### src/rtl/id_ex_hazard_if.sv
// id_ex_hazard_if: decode-side inputs and EX-side outputs of the ID/EX stage.
// Carries stall_count only when STALL_CNT_EN is defined.
interface id_ex_hazard_if #(
  parameter int XLEN   = 32,
  parameter int CTRL_W = 8
);
  logic              id_valid;
  logic [XLEN-1:0]   id_pc;
  logic [XLEN-1:0]   id_rs1_data;
  logic [XLEN-1:0]   id_rs2_data;
  logic [XLEN-1:0]   id_imm;
  logic [4:0]        id_rs1;
  logic [4:0]        id_rs2;
  logic [4:0]        id_rd;
  logic [CTRL_W-1:0] id_ctrl;
  logic              flush;
  logic              hold;
  logic              ex_valid;
  logic [XLEN-1:0]   ex_pc;
  logic [XLEN-1:0]   ex_rs1_data;
  logic [XLEN-1:0]   ex_rs2_data;
  logic [XLEN-1:0]   ex_imm;
  logic [4:0]        ex_rs1;
  logic [4:0]        ex_rs2;
  logic [4:0]        ex_rd;
  logic [CTRL_W-1:0] ex_ctrl;
  logic              load_use;
  logic              stall;
`ifdef STALL_CNT_EN
  logic [31:0]       stall_count;
`endif

  modport master (
    output id_valid, id_pc, id_rs1_data, id_rs2_data, id_imm,
           id_rs1, id_rs2, id_rd, id_ctrl, flush, hold,
    input  ex_valid, ex_pc, ex_rs1_data, ex_rs2_data, ex_imm,
           ex_rs1, ex_rs2, ex_rd, ex_ctrl, load_use, stall
`ifdef STALL_CNT_EN
    , input stall_count
`endif
  );

  modport slave (
    input  id_valid, id_pc, id_rs1_data, id_rs2_data, id_imm,
           id_rs1, id_rs2, id_rd, id_ctrl, flush, hold,
    output ex_valid, ex_pc, ex_rs1_data, ex_rs2_data, ex_imm,
           ex_rs1, ex_rs2, ex_rd, ex_ctrl, load_use, stall
`ifdef STALL_CNT_EN
    , output stall_count
`endif
  );
endinterface

### src/rtl/id_ex_hazard_stage.sv
// id_ex_hazard_stage: ID/EX pipeline register with load-use detection and one-bubble insertion.
// Define STALL_CNT_EN to add a saturating 32-bit load-use stall counter.
module id_ex_hazard_stage #(
  parameter int XLEN   = 32,
  parameter int CTRL_W = 8
) (
  input logic            clk,
  input logic            rst_n,
  id_ex_hazard_if.slave  bus
);
  logic              valid_q, valid_d;
  logic [XLEN-1:0]   pc_q, pc_d, rs1_data_q, rs1_data_d, rs2_data_q, rs2_data_d, imm_q, imm_d;
  logic [4:0]        rs1_q, rs1_d, rs2_q, rs2_d, rd_q, rd_d;
  logic [CTRL_W-1:0] ctrl_q, ctrl_d;
  logic              load_use, bubble;

  assign load_use = valid_q & ctrl_q[1] & (rd_q != 5'd0) & bus.id_valid
                  & ((rd_q == bus.id_rs1) | (rd_q == bus.id_rs2));
  assign bubble   = bus.flush | load_use;

  // Bubbles load all-zero so a killed slot can never look like a RegWrite to forwarding.
  always_comb begin
    valid_d    = bubble ? 1'b0 : bus.id_valid;
    pc_d       = bubble ? '0 : bus.id_pc;
    rs1_data_d = bubble ? '0 : bus.id_rs1_data;
    rs2_data_d = bubble ? '0 : bus.id_rs2_data;
    imm_d      = bubble ? '0 : bus.id_imm;
    rs1_d      = bubble ? '0 : bus.id_rs1;
    rs2_d      = bubble ? '0 : bus.id_rs2;
    rd_d       = bubble ? '0 : bus.id_rd;
    ctrl_d     = (bubble | ~bus.id_valid) ? '0 : bus.id_ctrl;
  end

  always_ff @(posedge clk or negedge rst_n) begin
    if (!rst_n) begin
      valid_q    <= 1'b0;
      pc_q       <= '0;
      rs1_data_q <= '0;
      rs2_data_q <= '0;
      imm_q      <= '0;
      rs1_q      <= '0;
      rs2_q      <= '0;
      rd_q       <= '0;
      ctrl_q     <= '0;
    end else if (!bus.hold) begin
      valid_q    <= valid_d;
      pc_q       <= pc_d;
      rs1_data_q <= rs1_data_d;
      rs2_data_q <= rs2_data_d;
      imm_q      <= imm_d;
      rs1_q      <= rs1_d;
      rs2_q      <= rs2_d;
      rd_q       <= rd_d;
      ctrl_q     <= ctrl_d;
    end
  end

  assign bus.ex_valid    = valid_q;
  assign bus.ex_pc       = pc_q;
  assign bus.ex_rs1_data = rs1_data_q;
  assign bus.ex_rs2_data = rs2_data_q;
  assign bus.ex_imm      = imm_q;
  assign bus.ex_rs1      = rs1_q;
  assign bus.ex_rs2      = rs2_q;
  assign bus.ex_rd       = rd_q;
  assign bus.ex_ctrl     = ctrl_q;
  assign bus.load_use    = load_use;
  assign bus.stall       = load_use | bus.hold;

`ifdef STALL_CNT_EN
  logic [31:0] cnt_q, cnt_d;

  assign cnt_d = (load_use & ~bus.hold & (cnt_q != 32'hFFFF_FFFF)) ? cnt_q + 32'd1 : cnt_q;

  always_ff @(posedge clk or negedge rst_n) begin
    if (!rst_n) cnt_q <= '0;
    else        cnt_q <= cnt_d;
  end

  assign bus.stall_count = cnt_q;
`endif
endmodule
### src/flat_wrapper.sv
// flat-port wrapper written by rule: the top's interface ports become plain ports
module id_ex_hazard_stage_flat 
#(
  parameter int XLEN   = 32,
  parameter int CTRL_W = 8
)
  (clk, rst_n, bus_id_valid, bus_id_pc, bus_id_rs1_data, bus_id_rs2_data, bus_id_imm, bus_id_rs1, bus_id_rs2, bus_id_rd, bus_id_ctrl, bus_flush, bus_hold, bus_ex_valid, bus_ex_pc, bus_ex_rs1_data, bus_ex_rs2_data, bus_ex_imm, bus_ex_rs1, bus_ex_rs2, bus_ex_rd, bus_ex_ctrl, bus_load_use, bus_stall);
  id_ex_hazard_if #(.XLEN(XLEN), .CTRL_W(CTRL_W)) bus_i ();
  input logic clk;
  input logic rst_n;
  input wire logic [$bits(bus_i.id_valid)-1:0] bus_id_valid;
  input wire logic [$bits(bus_i.id_pc)-1:0] bus_id_pc;
  input wire logic [$bits(bus_i.id_rs1_data)-1:0] bus_id_rs1_data;
  input wire logic [$bits(bus_i.id_rs2_data)-1:0] bus_id_rs2_data;
  input wire logic [$bits(bus_i.id_imm)-1:0] bus_id_imm;
  input wire logic [$bits(bus_i.id_rs1)-1:0] bus_id_rs1;
  input wire logic [$bits(bus_i.id_rs2)-1:0] bus_id_rs2;
  input wire logic [$bits(bus_i.id_rd)-1:0] bus_id_rd;
  input wire logic [$bits(bus_i.id_ctrl)-1:0] bus_id_ctrl;
  input wire logic [$bits(bus_i.flush)-1:0] bus_flush;
  input wire logic [$bits(bus_i.hold)-1:0] bus_hold;
  output wire logic [$bits(bus_i.ex_valid)-1:0] bus_ex_valid;
  output wire logic [$bits(bus_i.ex_pc)-1:0] bus_ex_pc;
  output wire logic [$bits(bus_i.ex_rs1_data)-1:0] bus_ex_rs1_data;
  output wire logic [$bits(bus_i.ex_rs2_data)-1:0] bus_ex_rs2_data;
  output wire logic [$bits(bus_i.ex_imm)-1:0] bus_ex_imm;
  output wire logic [$bits(bus_i.ex_rs1)-1:0] bus_ex_rs1;
  output wire logic [$bits(bus_i.ex_rs2)-1:0] bus_ex_rs2;
  output wire logic [$bits(bus_i.ex_rd)-1:0] bus_ex_rd;
  output wire logic [$bits(bus_i.ex_ctrl)-1:0] bus_ex_ctrl;
  output wire logic [$bits(bus_i.load_use)-1:0] bus_load_use;
  output wire logic [$bits(bus_i.stall)-1:0] bus_stall;
  assign bus_i.id_valid = bus_id_valid;
  assign bus_i.id_pc = bus_id_pc;
  assign bus_i.id_rs1_data = bus_id_rs1_data;
  assign bus_i.id_rs2_data = bus_id_rs2_data;
  assign bus_i.id_imm = bus_id_imm;
  assign bus_i.id_rs1 = bus_id_rs1;
  assign bus_i.id_rs2 = bus_id_rs2;
  assign bus_i.id_rd = bus_id_rd;
  assign bus_i.id_ctrl = bus_id_ctrl;
  assign bus_i.flush = bus_flush;
  assign bus_i.hold = bus_hold;
  assign bus_ex_valid = bus_i.ex_valid;
  assign bus_ex_pc = bus_i.ex_pc;
  assign bus_ex_rs1_data = bus_i.ex_rs1_data;
  assign bus_ex_rs2_data = bus_i.ex_rs2_data;
  assign bus_ex_imm = bus_i.ex_imm;
  assign bus_ex_rs1 = bus_i.ex_rs1;
  assign bus_ex_rs2 = bus_i.ex_rs2;
  assign bus_ex_rd = bus_i.ex_rd;
  assign bus_ex_ctrl = bus_i.ex_ctrl;
  assign bus_load_use = bus_i.load_use;
  assign bus_stall = bus_i.stall;
  id_ex_hazard_stage #(.XLEN(XLEN), .CTRL_W(CTRL_W)) u_core (.clk(clk), .rst_n(rst_n), .bus(bus_i));
endmodule
### config.mk
export PLATFORM = sky130hd
export DESIGN_NAME = id_ex_hazard_stage_flat
export DESIGN_NICKNAME = d
export VERILOG_FILES = /design/src/rtl/id_ex_hazard_if.sv /design/src/rtl/id_ex_hazard_stage.sv /design/src/flat_wrapper.sv
export SDC_FILE = /design/constraint.sdc
export NUM_CORES = 1
export LEC_CHECK = 0
export CAP_MARGIN = 30
export CORE_ASPECT_RATIO = 0.6
export CORE_MARGIN = 1.5
export CORE_UTILIZATION = 45
export CTS_CLUSTER_DIAMETER = 30
export DETAILED_ROUTE_END_ITERATION = 7
export GPL_TIMING_DRIVEN = 0
export PLACE_DENSITY = 0.91
export SYNTH_ARGS = -nofsm -noshare
export SYNTH_HDL_FRONTEND = slang
export SYNTH_SLANG_ARGS = --single-unit
### constraint.sdc
create_clock -name clk -period 3.35 [get_ports clk]
set_clock_uncertainty 0.15 [all_clocks]
set_input_delay 0.8375 -clock clk [delete_from_list [all_inputs] [get_ports clk]]
set_output_delay 0.8375 -clock clk [all_outputs]
set_load 0.02 [all_outputs]
# --- Yosys cells after proc, flatten, opt, wreduce, memory -nomap -nowiden ---
# Cells that the tools add are included.
classes:
  n_bitwise: 9
  eq_ne: 2
  muxes: 9
  n_reduce_logical: 1
ops:
  columns: ["operator", "count"]
  rows:
  - ["$mux W32", 4]
  - ["$mux W5", 3]
  - ["$eq A5 B5 Y1", 2]
  - ["$mux W8", 1]
  - ["$reduce_bool A5 Y1", 1]
  - ["$and A1 B1 Y1", 4]
  - ["$or A1 B1 Y1", 4]
  - ["$mux W1", 1]
  - ["$not A1 Y1", 1]
word_totals:
  reg_bits: 152
  output_inout_bits: 154

# --- Longest topological paths before layout ---
depth:
  ltp_word: 7
  ltp_mapped: 7
  mapped_depth_nobuf: 4

# --- Worst setup path before layout ---
# OpenSTA, ideal clock, no wires.
synth_timing:
  path_kind: "input -> output"
  from: "in bus_hold"
  to: "out bus_stall"
  path_slack_ps: 210
  t_required_ps: 2362
  arrival_time_ps: 2153
  stages: 5
  path_cell_list: "clkbuf_1 clkbuf_1 clkbuf_1 clkbuf_1 o21bai_1"
synth_via:
  elab_chain_len: 1
synth_lines:
  columns: ["item", "line_no", "source"]
  rows:
  - ["from (decl)", "flat_wrapper.sv:21", "input wire logic [$bits(bus_i.hold)-1:0] bus_hold;"]
  - ["$or A1 B1 Y1", "id_ex_hazard_stage.sv:68", "assign bus.stall = load_use | bus.hold;"]
  - ["to (decl)", "flat_wrapper.sv:32", "output wire logic [$bits(bus_i.stall)-1:0] bus_stall;"]
# Every way passes these cells.

# --- Final worst setup path ---
layout_timing:
  from: "in bus_id_rs1[1]"
  to: "out bus_stall"
layout_via:
  elab_chain_len: 4
layout_lines:
  columns: ["item", "line_no", "source"]
  rows:
  - ["from (decl)", "flat_wrapper.sv:16", "input wire logic [$bits(bus_i.id_rs1)-1:0] bus_id_rs1;"]
  - ["$eq A5 B5 Y1", "id_ex_hazard_stage.sv:18", "& ((rd_q == bus.id_rs1) | (rd_q == bus.id_rs2));"]
  - ["$or A1 B1 Y1", "id_ex_hazard_stage.sv:18", null]
  - ["$and A1 B1 Y1", "id_ex_hazard_stage.sv:18", null]
  - ["$or A1 B1 Y1", "id_ex_hazard_stage.sv:68", null]
# Every way passes these cells.

==> results list <==
* Run status: complete, no violations
- Clock tree synthesis inserted a total of 17 buffers.
* Area taken by multi-input logic gates: 0.00394 sq mm
- Across all register-to-register paths, the minimum setup slack is between 900 and 1000 ps.
- By instance count, the leading cell after synthesis is sky130_fd_sc_hd__dfrtp_1.
- Fill cells in the final layout number 1289.
* Clk root buf: sky130_fd_sc_hd__clkbuf_16
- Final Total Pwr: 6000 uW
* Clock Sinks: 152
- In the final layout, the share of cells above drive strength 1 is 8.82%.
- Dpl cell area: 0.0115 sq mm
- Setup TNS Final: 0 ps
* Gr usage total: 28.5%
* Clock Latency Late Sink: 410 ps
* Count of buffers inserted at the top-level ports: 307
* Placed wire-length estimate after detailed placement: 19200 um
- Minimum clock period after layout: 3300 ps
* Data arrival time of the critical path: 2310 ps
- The synthesized netlist occupies a cell area of around 0.0081 sq mm.
- Worst reg2reg path endpoint: u_core.bus.ex_pc[13]$_DFFE_PN0N_
- At the pin with the least slew margin, the transition time is 746 ps.
- Hold repair after CTS inserted 0 buffers.
- Startpoint class of the critical path: primary input
* Count of non-filler cells in the finished layout: 1289
- Pin placement for this block handled 310 I/O pins.
* Endpoints failing setup: 0
- Final Hold Violating Endpoints: 0
* Placement row count: 37
- Together, buffers and inverters on the worst path number 3.
* Proportion of synthesized chip area in sequential cells: 46.9%
- Data on the critical path is required at its endpoint by 2360 ps.
- The floorplan step set the die height to 107 um.
* Area delta synth->final: 49.8%
- In this run the static leakage power is 0.00560 uW.
* Top delay family on crit path: buffers and inverters
- The initial antenna violation count is 0.
- Across the run, the number of max-cap violations was 0.
- Walking the worst path, the cells encountered are clkdlybuf4s50_1 > xnor2_1 > nand2_1 > o22a_2 > buf_12 > o21bai_1 > buf_4.
* Total vias in the final route: 7563
* Fmax achieved: 303 MHz
* Number of slew-limit violations in the final report: 0
- Die Footprint: 0.0189 sq mm
* Number of nets produced by synthesis: 870
- Wire length of the first global-routing pass: about 42000 um
- Registers take 0.00381 sq mm.
- H-tree depth: 4
- The worst hold path belongs to the class in -> async.
- After detailed routing, the average wire length per cell comes to 21.0 um.
- Total power divided by cell area: 493 mW/mm^2
- In this run the worst path has a maximum fanout of 14.
- Counting cells, the worst reg-to-reg path comes to 7.
* Setup repair after global routing missed its margin: false
- TritonCTS clock tree: built
* Number of detailed-route iterations in the first pass: 7
- Detailed-route vias per instance: 5.87
- The cell count after synthesis came out at a little over 700.
* Post-route fraction of the period consumed by the critical path: 98.5%
- Number of flops mapped to enable cells by yosys: 0
- The synthesized design spends more area on one cell type than any other, namely sky130_fd_sc_hd__dfrtp_1.
- STA classifies the critical path endpoint as an output port.
- Counting flops and latches in the post-synthesis netlist gives 152.
* Async set or reset register ratio after synthesis: 100%
- Initial standard-cell utilization of the core: 46.6%
- After detailed routing, the total wire length is about 27000 um.
- The core region is 0.0174 sq mm.
- The via count of the first global-routing pass is 7710.
- The synthesized design devotes to its leading area cell type 46.9% of total area.
- Warning count from the yosys run: 0
* Maximum number of pins on one net before global-route repair: 97
- Horizontal die dimension: ~180 um
- The worst register-to-register path begins at u_core.bus.ex_rd[2]$_DFFE_PN0N_.
* Top cell types by occurrence after synthesis: 152 x sky130_fd_sc_hd__dfrtp_1, 133 x sky130_fd_sc_hd__a21o_1, 133 x sky130_fd_sc_hd__nor3b_1
- Global routing finished with a remaining overflow of 0.
* Clock Path Buffers: 2
* Final standard cell area without fillers: 0.0122 sq mm
* Critical-path cell with the highest stage delay: sky130_fd_sc_hd__clkdlybuf4s50_1
- After synthesis, the netlist uses 25 different library cells.
- Peak supply drop: between 200 and 300 uV
- The count of nets left with antenna violations once routing finished came out at 0.
- The detailed router finished its first iteration with 641 violations.
- Clock input transition at the sequential cells of the worst setup and hold paths: 70 ps
* Worst max-slew margin expressed relative to the limit: between 50% and 60%
* NumNets Final: about 1200
* Placer Congestion: 0.862
- For this run, the leading register cell type out of synthesis is sky130_fd_sc_hd__dfrtp_1.
- Cell types with the largest area share after synthesis: sky130_fd_sc_hd__dfrtp_1 47%, sky130_fd_sc_hd__a21o_1 12%, sky130_fd_sc_hd__nor3b_1 12%
* Residual DRC: 0
* Post-Route Utilization: between 60% and 70%
* CP Class: in -> out
- Number of instances in the placed design: 1256
- On the worst path, the slowest cell contributes a delay of 510 ps.
- A synthesized cell averages 11.4 sq um.
-- sequential cells by signal (all words and copies together) (netlist names) --
| signal | count |
|---|---|
| u_core.bus.ex_imm | 32 |
| u_core.bus.ex_pc | 32 |
| u_core.bus.ex_rs1_data | 32 |
| u_core.bus.ex_rs2_data | 32 |
| u_core.bus.ex_ctrl | 8 |
| u_core.bus.ex_rd | 5 |
| u_core.bus.ex_rs1 | 5 |
| u_core.bus.ex_rs2 | 5 |
| u_core.bus.ex_valid | 1 |
-- cell usage in the layout, fill, tap and decap left out, drive strengths merged --
cell type | netlist | routed
clkdlybuf4s50 | 0 | 295
dfrtp | 152 | 152
nor3b | 133 | 133
a21o | 133 | 133
a22o | 133 | 133
clkbuf | 60 | 78
buf | 24 | 29
nand2 | 21 | 21
o21ai | 19 | 19
a32oi | 18 | 18
xnor2 | 10 | 10
dlygate4sd2 | 0 | 5
clkinv | 0 | 5
dlymetal6s2s | 0 | 4
inv | 0 | 3
clkinvlp | 0 | 3
nand3 | 2 | 2
nor2 | 2 | 2
bufinv | 0 | 2
diode | 0 | 1
o22a | 1 | 1
or4 | 1 | 1
o2111ai | 1 | 1
o21bai | 1 | 1
o22ai | 1 | 1
and2 | 1 | 1
a22oi | 1 | 1
-- worst max path at each step --
stage | endpoint | from | depth (start not counted)
CTS | bus_stall | bus_id_rs1[4] | 7
global placement | u_core.bus.ex_pc[20]$_DFFE_PN0N_ | rst_n | 1
detailed placement | bus_stall | bus_hold | 6
global route | bus_stall | bus_id_rs1[1] | 7
floorplan | bus_stall | bus_hold | 5
finish | bus_stall | bus_id_rs1[1] | 7
-- report_power, final --
part,total (uW),switching [uW],internal [uW]
combinational,1830,870,963
sequential,2250,177,2070
clock,1920,810,1110
total,6000,1860,4140
-- area by class of cell --
class	instances	share of cell area, %
diodes	1	0.0206
repair buffers	312	25.9
flip-flops and latches	152	31.3
clock inverters	13	1.19
multi-input cells	478	32.4
well taps	234	2.41
clock buffers	19	3.56
plain buffers	80	3.26
-- through the flow --
stage          hold WS [ps]  worst slack (ps)
2_1_floorplan           392               210
4_1_cts                 243              3.99
3_3_place_gp            326             -5010
5_1_grt                 253              2.98
3_5_place_dp            335             -1200
6_report                228              50.1
-- metal layers --
metal	vias to the layer above	global-route usage (%)	share of wire [%]
li1	3390	-	-
met1	3741	37.6	43
met2	387	45.4	46
met3	45	8.72	9.4
met4	0	8.41	2.0
met5	-	0	0
-- logic make-up (layout without fill, tap and decap cells) --
logic type / count (synthesis) / count (layout) / synth area share [%]
AOI/OAI and AO/OA: 308 / 308 / 33.5
and+or+nand+nor: 160 / 160 / 13.7
DFF: 152 / 152 / 46.9
buffers and inverters: 84 / 424 / 4.89
xor gates and xnor gates: 10 / 10 / 1.08
other: 0 / 1 / 0
-- what timing repair did --
item,4_1_cts,5_1_grt
resized for setup,25,7
gates cloned,0,1
buffers inserted,1,2
pin swaps,1,1
endpoints found under the setup margin,2,2
No activity file was read; power rests on OpenSTA's default activity.
